[config.mk]
export PLATFORM = sky130hd
export DESIGN_NAME = pht_gshare
export DESIGN_NICKNAME = d
export VERILOG_FILES = /design/src/rtl/pht_gshare.sv
export SDC_FILE = /design/constraint.sdc
export NUM_CORES = 1
export LEC_CHECK = 0
export ABC_AREA = 1
export ABC_CLOCK_PERIOD_IN_PS = 11200
export BUFFER_PORTS_ARGS = -buffer_cell sky130_fd_sc_hd__buf_4
export CAP_MARGIN = 30
export CELL_PAD_IN_SITES_DETAIL_PLACEMENT = 1
export CELL_PAD_IN_SITES_GLOBAL_PLACEMENT = 1
export CORE_MARGIN = 5
export CORE_UTILIZATION = 40
export CTS_BUF_LIST = sky130_fd_sc_hd__clkbuf_4 sky130_fd_sc_hd__clkbuf_8
export CTS_CLUSTER_SIZE = 10
export DETAILED_ROUTE_END_ITERATION = 10
export GPL_TIMING_DRIVEN = 1
export PLACE_DENSITY_LB_ADDON = 0.25
export SKIP_CTS_REPAIR_TIMING = 1
export SLEW_MARGIN = 10
export SYNTH_ARGS = -nofsm -noshare
export SYNTH_HDL_FRONTEND = slang
export SYNTH_SLANG_ARGS = --single-unit
[constraint.sdc]
create_clock -name clk -period 11.2 [get_ports clk]
set_input_delay 0.56 -clock clk [delete_from_list [all_inputs] [get_ports clk]]
set_output_delay 0.56 -clock clk [all_outputs]
set_load 0.01 [all_outputs]
[src/rtl/pht_gshare.sv]
// Gshare pattern-history table: saturating direction counters indexed by PC index XOR history,
// with a speculative GHR, misprediction recovery and a forwarding read-modify-write update path.
module pht_gshare #(
   parameter int ENTRIES  = 256,
   parameter int CTR_W    = 2,
   parameter int RD_PORTS = 2,
   parameter int GHR_W    = 8,
   localparam int IDX_W   = $clog2(ENTRIES),
   parameter logic [CTR_W-1:0] INIT_VAL = CTR_W'(2**(CTR_W-1) - 1)
) (
   input  logic                      clk,
   input  logic                      rst,
   input  logic [RD_PORTS*IDX_W-1:0] i_rd_index,
   output logic [RD_PORTS-1:0]       o_taken_or_not,
   output logic [GHR_W-1:0]          o_ghr,
   input  logic                      i_spec_en,
   input  logic                      i_spec_taken,
   input  logic                      i_update_en,
   input  logic [IDX_W-1:0]          i_update_index,
   input  logic [GHR_W-1:0]          i_update_ghr,
   input  logic                      i_taken_actual,
   input  logic                      i_mispredict,
   output logic                      o_init_done
);

   typedef enum logic {ST_INIT, ST_RUN} state_t;

   state_t               r_state;
   state_t               w_state_next;
   logic                 w_run;
   logic [IDX_W-1:0]     r_sweep_cnt;
   logic [CTR_W-1:0]     r_mem [ENTRIES];
   logic [GHR_W-1:0]     r_ghr;
   logic [GHR_W-1:0]     w_ghr_spec;
   logic [GHR_W-1:0]     w_ghr_rec;
   logic [RD_PORTS-1:0]  r_taken_or_not;
   logic [RD_PORTS-1:0]  w_rd_bit;

   logic                 r_u2_valid;
   logic [IDX_W-1:0]     r_u2_idx;
   logic                 r_u2_taken;
   logic [CTR_W-1:0]     r_u2_old;
   logic [CTR_W-1:0]     w_u2_new;
   logic [IDX_W-1:0]     w_u1_idx;
   logic [CTR_W-1:0]     w_u1_old;

   logic                 w_wr_en;
   logic [IDX_W-1:0]     w_wr_idx;
   logic [CTR_W-1:0]     w_wr_data;

   function automatic logic [CTR_W-1:0] f_next_ctr(input logic [CTR_W-1:0] c, input logic t);
      logic [CTR_W-1:0] n;
      n = c;
      if (t && (c != '1))
         n = c + 1'b1;
      else if (!t && (c != '0))
         n = c - 1'b1;
      return n;
   endfunction

   always_ff @(posedge clk) begin
      if (rst)
         r_state <= ST_INIT;
      else
         r_state <= w_state_next;
   end

   always_comb begin
      w_state_next = r_state;
      if ((r_state == ST_INIT) && (r_sweep_cnt == IDX_W'(ENTRIES - 1)))
         w_state_next = ST_RUN;
   end

   assign w_run       = (r_state == ST_RUN);
   assign o_init_done = w_run;

   always_ff @(posedge clk) begin
      if (rst)
         r_sweep_cnt <= '0;
      else if (!w_run)
         r_sweep_cnt <= r_sweep_cnt + 1'b1;
   end

   // U1 forwards the value U2 is writing this cycle so back-to-back updates never read stale data.
   assign w_u1_idx = i_update_index ^ IDX_W'(i_update_ghr);
   assign w_u2_new = f_next_ctr(r_u2_old, r_u2_taken);
   assign w_u1_old = (r_u2_valid && (r_u2_idx == w_u1_idx)) ? w_u2_new : r_mem[w_u1_idx];

   always_ff @(posedge clk) begin
      if (rst) begin
         r_u2_valid <= 1'b0;
         r_u2_idx   <= '0;
         r_u2_taken <= 1'b0;
         r_u2_old   <= '0;
      end else begin
         r_u2_valid <= w_run && i_update_en;
         r_u2_idx   <= w_u1_idx;
         r_u2_taken <= i_taken_actual;
         r_u2_old   <= w_u1_old;
      end
   end

   always_comb begin
      w_wr_en   = 1'b0;
      w_wr_idx  = r_sweep_cnt;
      w_wr_data = INIT_VAL;
      if (!rst) begin
         if (!w_run) begin
            w_wr_en = 1'b1;
         end else if (r_u2_valid) begin
            w_wr_en   = 1'b1;
            w_wr_idx  = r_u2_idx;
            w_wr_data = w_u2_new;
         end
      end
   end

   always_ff @(posedge clk) begin
      if (w_wr_en)
         r_mem[w_wr_idx] <= w_wr_data;
   end

   generate
      if (GHR_W == 1) begin : g_ghr_one
         assign w_ghr_spec = i_spec_taken;
         assign w_ghr_rec  = i_taken_actual;
      end else begin : g_ghr_shift
         assign w_ghr_spec = {r_ghr[GHR_W-2:0], i_spec_taken};
         assign w_ghr_rec  = {i_update_ghr[GHR_W-2:0], i_taken_actual};
      end
   endgenerate

   // Recovery from a misprediction overrides any speculative shift in the same cycle.
   always_ff @(posedge clk) begin
      if (rst)
         r_ghr <= '0;
      else if (w_run) begin
         if (i_update_en && i_mispredict)
            r_ghr <= w_ghr_rec;
         else if (i_spec_en)
            r_ghr <= w_ghr_spec;
      end
   end

   assign o_ghr = r_ghr;

   generate
      for (genvar p = 0; p < RD_PORTS; p++) begin : g_rd
         logic [IDX_W-1:0] w_rd_idx;
         assign w_rd_idx = i_rd_index[p*IDX_W +: IDX_W] ^ IDX_W'(r_ghr);
         assign w_rd_bit[p] = (r_u2_valid && (r_u2_idx == w_rd_idx)) ? w_u2_new[CTR_W-1]
                                                                       : r_mem[w_rd_idx][CTR_W-1];
      end
   endgenerate

   always_ff @(posedge clk) begin
      if (rst || !w_run)
         r_taken_or_not <= '0;
      else
         r_taken_or_not <= w_rd_bit;
   end

   assign o_taken_or_not = r_taken_or_not;

endmodule

==> results of run 1 <==
[power groups by stage]
stage / clock (mW) / sequential (mW) / combinational, mW
after CTS: 1.96 / 2.20 / 0.619
final: 1.93 / 2.20 / 0.637
after detailed placement: 0 / 2.24 / 0.616
after global routing: 2.06 / 2.20 / 0.670
after global placement: 0 / 2.24 / 0.605
after floorplan: 0 / 2.24 / 0.369
[synth_stat cells (all sizes together)]
| master | number | area, um^2 |
|---|---|---|
| xnor2 | 14 | 122.6 |
| inv | 518 | 1944 |
| a31oi | 8 | 50.05 |
| nand3 | 1000 | 5010 |
| a221oi | 1 | 8.760 |
| nor4b | 2 | 17.52 |
| xor2 | 19 | 166.4 |
| o21ai | 39 | 229.0 |
| o31ai | 1 | 7.510 |
| nand3b | 1 | 7.510 |
| a21oi | 14 | 73.82 |
| nand4 | 1 | 6.260 |
| nor3 | 7 | 35.03 |
| ha | 3 | 37.54 |
| or2 | 11 | 68.82 |
| clkinv | 1 | 3.750 |
| edfxtp | 512 | 15370 |
| clkbuf | 64 | 240.2 |
| nor2 | 312 | 1209 |
| buf | 179 | 883.4 |
| dfxtp | 31 | 620.6 |
| mux2i | 1 | 10.01 |
| o22ai | 3 | 18.77 |
| and3 | 3 | 18.77 |
| o211ai | 25 | 187.7 |
| nand2 | 1107 | 4183 |
[area by class of cell]
cell class,instances,area share [%]
Timing Repair Buffer,112,2.838
Multi-Input combinational cell,2572,34.55
Antenna cell,3,0.02223
Sequential cell,543,47.37
Inverter,519,5.773
Tap cell,978,3.624
Clock inverter,40,0.8152
Clock buffer,137,5.010
[worst min path at each step]
stage                                            from                          end  cells past startpoint
after CTS                                i_spec_taken        o_ghr[0]$_SDFFE_PP0P_                      3
after floorplan           r_sweep_cnt[7]$_SDFFE_PP0N_  r_sweep_cnt[7]$_SDFFE_PP0N_                      2
final                                    i_spec_taken        o_ghr[0]$_SDFFE_PP0P_                      3
after global routing                   i_taken_actual        r_u2_taken$_SDFF_PP0_                      3
after detailed placement  r_sweep_cnt[7]$_SDFFE_PP0N_  r_sweep_cnt[7]$_SDFFE_PP0N_                      2
after global placement    r_sweep_cnt[7]$_SDFFE_PP0N_  r_sweep_cnt[7]$_SDFFE_PP0N_                      2
[per-layer routing]
layer | share of wire [%] | global-route usage [%] | wire [um] | vias to the layer above
li1 | - | - | - | 12597
met1 | 42 | 40.62 | 52420 | 14077
met2 | 44 | 45.85 | 55040 | 1372
met3 | 9.0 | 5.552 | 11160 | 321
met4 | 4.7 | 13.15 | 5894 | 0
met5 | 0 | 0 | 0 | -
[registers in the layout (all words and copies together), names as in the netlist]
signal / cells
o_ghr: 8
r_u2_valid: 1
o_taken_or_not: 2
o_init_done: 1
r_u2_idx: 8
r_mem: 512
r_sweep_cnt: 8
r_u2_taken: 1
r_u2_old: 2
[cells by family after synthesis]
| logic type | count (synthesis) | share of synthesized area (%) |
|---|---|---|
| AO/OA/AOI/OAI | 91 | 1.885 |
| buffers and inverters | 762 | 10.06 |
| flip-flops | 543 | 52.38 |
| multiplexers | 1 | 0.03278 |
| AND/OR/NAND/NOR | 2444 | 34.57 |
| XOR/XNOR | 33 | 0.9466 |
| adder cells (fa/ha/maj) | 3 | 0.1229 |
[worst max-delay path: stages (launching register included)]
cell	delay (ns)
dfxtp_1	0.54
nand2_1	0.37
nand2_4	0.32
buf_4	0.65
buf_4	0.81
nand2_1	0.13
nand3_1	0.12
nand3_1	0.09
nand3_1	0.13
nand3_1	0.17
nand3_1	0.22
nand3_1	0.14
nand3_1	0.10
nand3_1	0.08
nand2_1	0.10
inv_1	0.05
==> qor.csv, run 1 <==
metric,value,unit
Final Core Density,44.53,%
fillers,9181,
yosys warns,0,
port bufs,49,
final setup fails,0,
Ports,50,
routed via count,28367,
fmax,238.6,MHz
final cell count without fillers,4904,
CP Data Required Time,11.82,ns
Hold Path Class,in -> reg,
outcome,finished clean,
Clock Skew,0.06464,ns
DRC Markers,0,
"Seq/Total Area, Yosys",52.38,%
Seq cells post-synth,543,
r2r setup slk,7.01,ns
die height,286.3,um
antenna violations before repair,2,
Sum Neg Setup Slack,0,ns
Slew HR,24.75,%
Syn Nets,3919,
die width,286.3,um
routed length per instance,25.39,um
CP Data Arrival Time,4.81,ns
CTS Root Cell,clkbuf_8,
Post-Syn Instances,3877,
"commonest non-fill, non-tap cell in the layout",nand2_1,
Worst setup EP type,register,
Area Growth Syn to Fin,10.58,%
pre-CTS setup slack,6.730,ns
Worst Tran Pin Value,1.121,ns
final WL,124.5,mm
Final Critical Period,4.190,ns
core box area,75820,um^2
drt pass-1 iters,6,
Pleak,14.14,nW
final instance area,33770,um^2
Reg2Reg Depth,15,
Sw Ratio,28.61,%
starting density of the core,40.27,%
multi-input logic area,11660,um^2
sequential power share,46.1,%
largest net degree at the start of global routing,206,
hpwl dp,72.37,mm
DRT antenna net count,0,
share of cells above drive strength 1,8.692,%
Row Count,101,
final period utilization,37.41,%
hold_ws,0.1145,ns
crit path launch,o_ghr[0]$_SDFFE_PP0P_,
cell internal pwr,3.402,mW
Inst Count DP,4722,
vias per inst,5.784,
Worst-Skew Late Latency,0.74,ns
fin. max-slew vios,0,
die area,81960,um^2
Startpoint Class,register,
Clock Power Share,40.5,%
most frequent cells in the layout,"nand2_1 (1083), nand3_1 (999), edfxtp_1 (512)",
CTS tree,built,
first-pass GRT wire length,183.0,mm
Final Hold Fails,0,
final worst slack,7.010,ns
Reg area,16000,um^2
peak supply drop,0.07307,mV
Total GRT Usage,29.58,%
reg-to-reg startpoint,o_ghr[0]$_SDFFE_PP0P_,
vias in the first global route,27771,
Setup crit end,o_taken_or_not[1]$_SDFF_PP0_,
Overall Power,4.765,mW
Crit Path Max Fanout,66,
DP Area,31760,um^2
Inserted Clock Buffers,97,
"Avg Cell Area, Syn",7.876,um^2
r2r endpoint,o_taken_or_not[1]$_SDFF_PP0_,
"Distinct cells, synth",38,
pwr/cell area,141.1,nW/um^2
Mapped Area,30530,um^2
htree depth,3,
Psw,1.363,mW
DRT iter0 DRCs,2995,
Final Net Count,3887,
critical path class,reg -> reg,
CTS Sinks,543,
GR Overflow Total,0,
routability cong.,0.9177,
clk slew on worst S/H paths,0.06,ns
combinational share of power,13.4,%
max cap viols,0,
RSZ-0062 raised after global routing,no,
clk buf depth,3,
(Power assumes the default switching activity.)
==> run 2: changes to the inputs <==
--- a/config.mk
+++ b/config.mk
@@ -6,7 +6,7 @@
 export NUM_CORES = 1
 export LEC_CHECK = 0
 export ABC_AREA = 1
-export ABC_CLOCK_PERIOD_IN_PS = 11200
+export ABC_CLOCK_PERIOD_IN_PS = 4200
 export BUFFER_PORTS_ARGS = -buffer_cell sky130_fd_sc_hd__buf_4
 export CAP_MARGIN = 30
 export CELL_PAD_IN_SITES_DETAIL_PLACEMENT = 1
==> constraint.sdc (replaced) <==
create_clock -name clk -period 4.2 [get_ports clk]
set_input_delay 0.21 -clock clk [delete_from_list [all_inputs] [get_ports clk]]
set_output_delay 0.21 -clock clk [all_outputs]
set_load 0.01 [all_outputs]
==> run 2 against run 1 <==
Compared with the run above:
- the flow now finishes with violations (hold timing)
- global-route usage is 0.11 points lower
- clock power rose to 2.7 times the previous value
- worst setup slack lost 6.3 ns
- die area stayed put
- register-to-register slack got worse by 6.3 ns
- maximum frequency is 20% higher
- total power rose to 2.7 times the previous value
- critical path type unchanged
- wire length is 0.23% lower
==> qor.csv, run 2 (same netlist as run 1, synthesis figures left out) <==
metric,value,unit,change
Slowest cell on crit path,nand2_1,,
CTS tree,built,,
Pleak,14.45,nW,+2.2%
Final Critical Period,3.485,ns,-0.7050 ns
final period utilization,82.98,%,+46 points
r2r endpoint,r_mem[251][0]$_DFFE_PP_,,
fmax,286.9,MHz,+20%
CTS Root Cell,clkbuf_8,,
most frequent cells in the layout,"nand2_1 (1088), nand3_1 (999), edfxtp_1 (512)",,
Hold Path End,o_ghr[6]$_SDFFE_PP0P_,,
Total GRT Usage,29.47,%,-0.11 points
HP Start,i_spec_en,,
met2 GRT Util,46.74,%,+0.89 points
DRT iter0 DRCs,2964,,-1.0%
drt pass-1 iters,5,,-1
core box area,75820,um^2,unchanged
Hold Path Class,in -> reg,,
GRT busiest layer,met2,,
hold_ws,-0.04316,ns,-0.1577 ns
die area,81960,um^2,unchanged
Worst Tran Pin Value,1.064,ns,-0.05677 ns
"commonest non-fill, non-tap cell in the layout",nand2_1,,
routed length per instance,25.06,um,-1.3%
DRT antenna net count,0,,unchanged
routability cong.,0.9112,,-0.71%
Area Growth Syn to Fin,12.81,%,
Startpoint Class,register,,
met1 GRT Util,39.32,%,-1.3 points
starting density of the core,40.27,%,unchanged
Inserted Clock Buffers,98,,+1.0%
share of cells above drive strength 1,9.098,%,+0.41 points
die width,286.3,um,unchanged
Clock Skew,0.05515,ns,-0.009492 ns
critical path class,reg -> reg,,
die height,286.3,um,unchanged
vias in the first global route,28446,,+2.4%
Worst setup EP type,register,,
CP Data Required Time,4.59,ns,-7.23 ns
WP buf/inv,6,,+3
port bufs,49,,unchanged
outcome,"complete, but fails checks",,
GR Overflow Total,0,,unchanged
Sum Neg Setup Slack,0,ns,unchanged
Slew HR,28.90,%,+4.1 points
"delay-heaviest family, CP",simple AND/OR/NAND/NOR gates,,
vias per inst,5.710,,-1.3%
failing checks,hold timing,,
htree depth,3,,unchanged
Worst-Skew Late Latency,0.73,ns,about the same
r2r setup slk,0.71,ns,-6.29 ns
pwr/cell area,372.2,nW/um^2,+160%
antenna violations before repair,2,,unchanged
peak supply drop,0.2306,mV,+220%
first-pass GRT wire length,182.4,mm,-0.29%
CP Data Arrival Time,3.87,ns,-0.94 ns
largest net degree at the start of global routing,197,,-4.4%
Final Core Density,45.43,%,+0.90 points
Ports,50,,unchanged
Final Hold Fails,1,,+1
Final Net Count,3936,,+1.3%
RSZ-0062 raised after global routing,no,,
Reg2Reg Depth,13,,-2
Crit Path Max Fanout,14,,-79%
final WL,124.2,mm,-0.23%
M3 GR Usage,6.600,%,+1.0 points
reg-to-reg startpoint,o_init_done$_SDFFE_PP0P_,,
hold depth,4,,+1
hpwl dp,77.24,mm,+6.7%
final setup fails,0,,unchanged
DRC Markers,0,,unchanged
Biggest register,r_mem,,
clk buf depth,3,,unchanged
Row Count,101,,unchanged
CP cell instances,inv_2 > nor2_2 > inv_2 > nor2_4 > inv_2 > o21ai_2 > inv_1 > nor2_1 > inv_1 > nor2_1 > nand2_1 > buf_4 > nor2_1,,
max reg flops,512,,unchanged
clk slew on worst S/H paths,0.06,ns,about the same
fin. max-slew vios,0,,unchanged
CTS Sinks,543,,unchanged
max cap viols,0,,unchanged
routed via count,28311,,-0.20%
crit-path max cell delay,0.48,ns,-0.33 ns
run 2: changes by cell type in the layout (fill, tap and decap cells not counted), moves of 3 or more:
cell           before   now
dlygate4sd3_1       0    25
clkbuf_4           31    37
nand2_2            16    11
clkbuf_8          106   103
buf_16              4     0
buf_8               0     4
nand2_1          1083  1088
clkinv_1           16    21
buf_12              3    27
run 2: per-stage QoR:
| step | setup slack [ns] | power (mW) | hold WS, ns | std cells | cell area, um^2 |
|---|---|---|---|---|---|
| after floorplan | 0.5159 | 6.951 | 0.3170 | 3877 | 30540 |
| after global placement | 0.8887 | 7.655 | 0.4482 | 4742 | 32130 |
| after detailed placement | 0.8424 | 7.676 | 0.4642 | 4744 | 32160 |
| after CTS | 0.7635 | 12.84 | -0.3174 | 4929 | 34160 |
| after global routing | 0.5313 | 13.27 | 0.01307 | 4958 | 34450 |
| final | 0.7147 | 12.82 | -0.04316 | 4958 | 34450 |
run 2: worst max path at each step:
stage	start	cells after the start	end	slack [ns]
after floorplan	o_init_done$_SDFFE_PP0P_	7	r_mem[0][1]$_DFFE_PP_	0.52
after global placement	o_init_done$_SDFFE_PP0P_	13	r_mem[187][1]$_DFFE_PP_	0.89
after global routing	o_init_done$_SDFFE_PP0P_	12	r_mem[247][0]$_DFFE_PP_	0.53
after CTS	o_init_done$_SDFFE_PP0P_	13	r_mem[251][0]$_DFFE_PP_	0.76
after detailed placement	o_init_done$_SDFFE_PP0P_	13	r_mem[187][1]$_DFFE_PP_	0.84
final	o_init_done$_SDFFE_PP0P_	13	r_mem[251][0]$_DFFE_PP_	0.71
run 2: power breakdown:
group | leakage (nW) | switching (mW) | total [mW] | internal [mW]
registers | 5.60 | 0.0132 | 5.86 | 5.85
logic | 7.80 | 1.28 | 1.78 | 0.502
clock network | 1.05 | 2.39 | 5.19 | 2.79
total | 14.4 | 3.68 | 12.8 | 9.14
run 2: layout make-up:
class	count	area [um^2]
repair buffers	160	1632
fillers	9206	41380
diodes	1	2.502
clock buffers	140	1695
well taps	978	1224
flip-flops and latches	543	16000
clock inverters	45	297.8
multi-input cells	2572	11650
inverters	519	1948
run 2: metal layers:
metal / vias to the layer above / part of all wire [%]
met3: 293 / 9.1
met1: 14022 / 42
li1: 12705 / -
met5: - / 0.010
met4: 2 / 4.3
met2: 1289 / 45
run 2: worst register-to-register path, cell delays in order, from the launching register on:
cell	delay, ns
dfxtp_1	0.46
inv_2	0.12
nor2_2	0.11
inv_2	0.07
nor2_4	0.19
inv_2	0.20
o21ai_2	0.28
inv_1	0.09
nor2_1	0.09
inv_1	0.10
nor2_1	0.32
nand2_1	0.48
buf_4	0.41
nor2_1	0.22
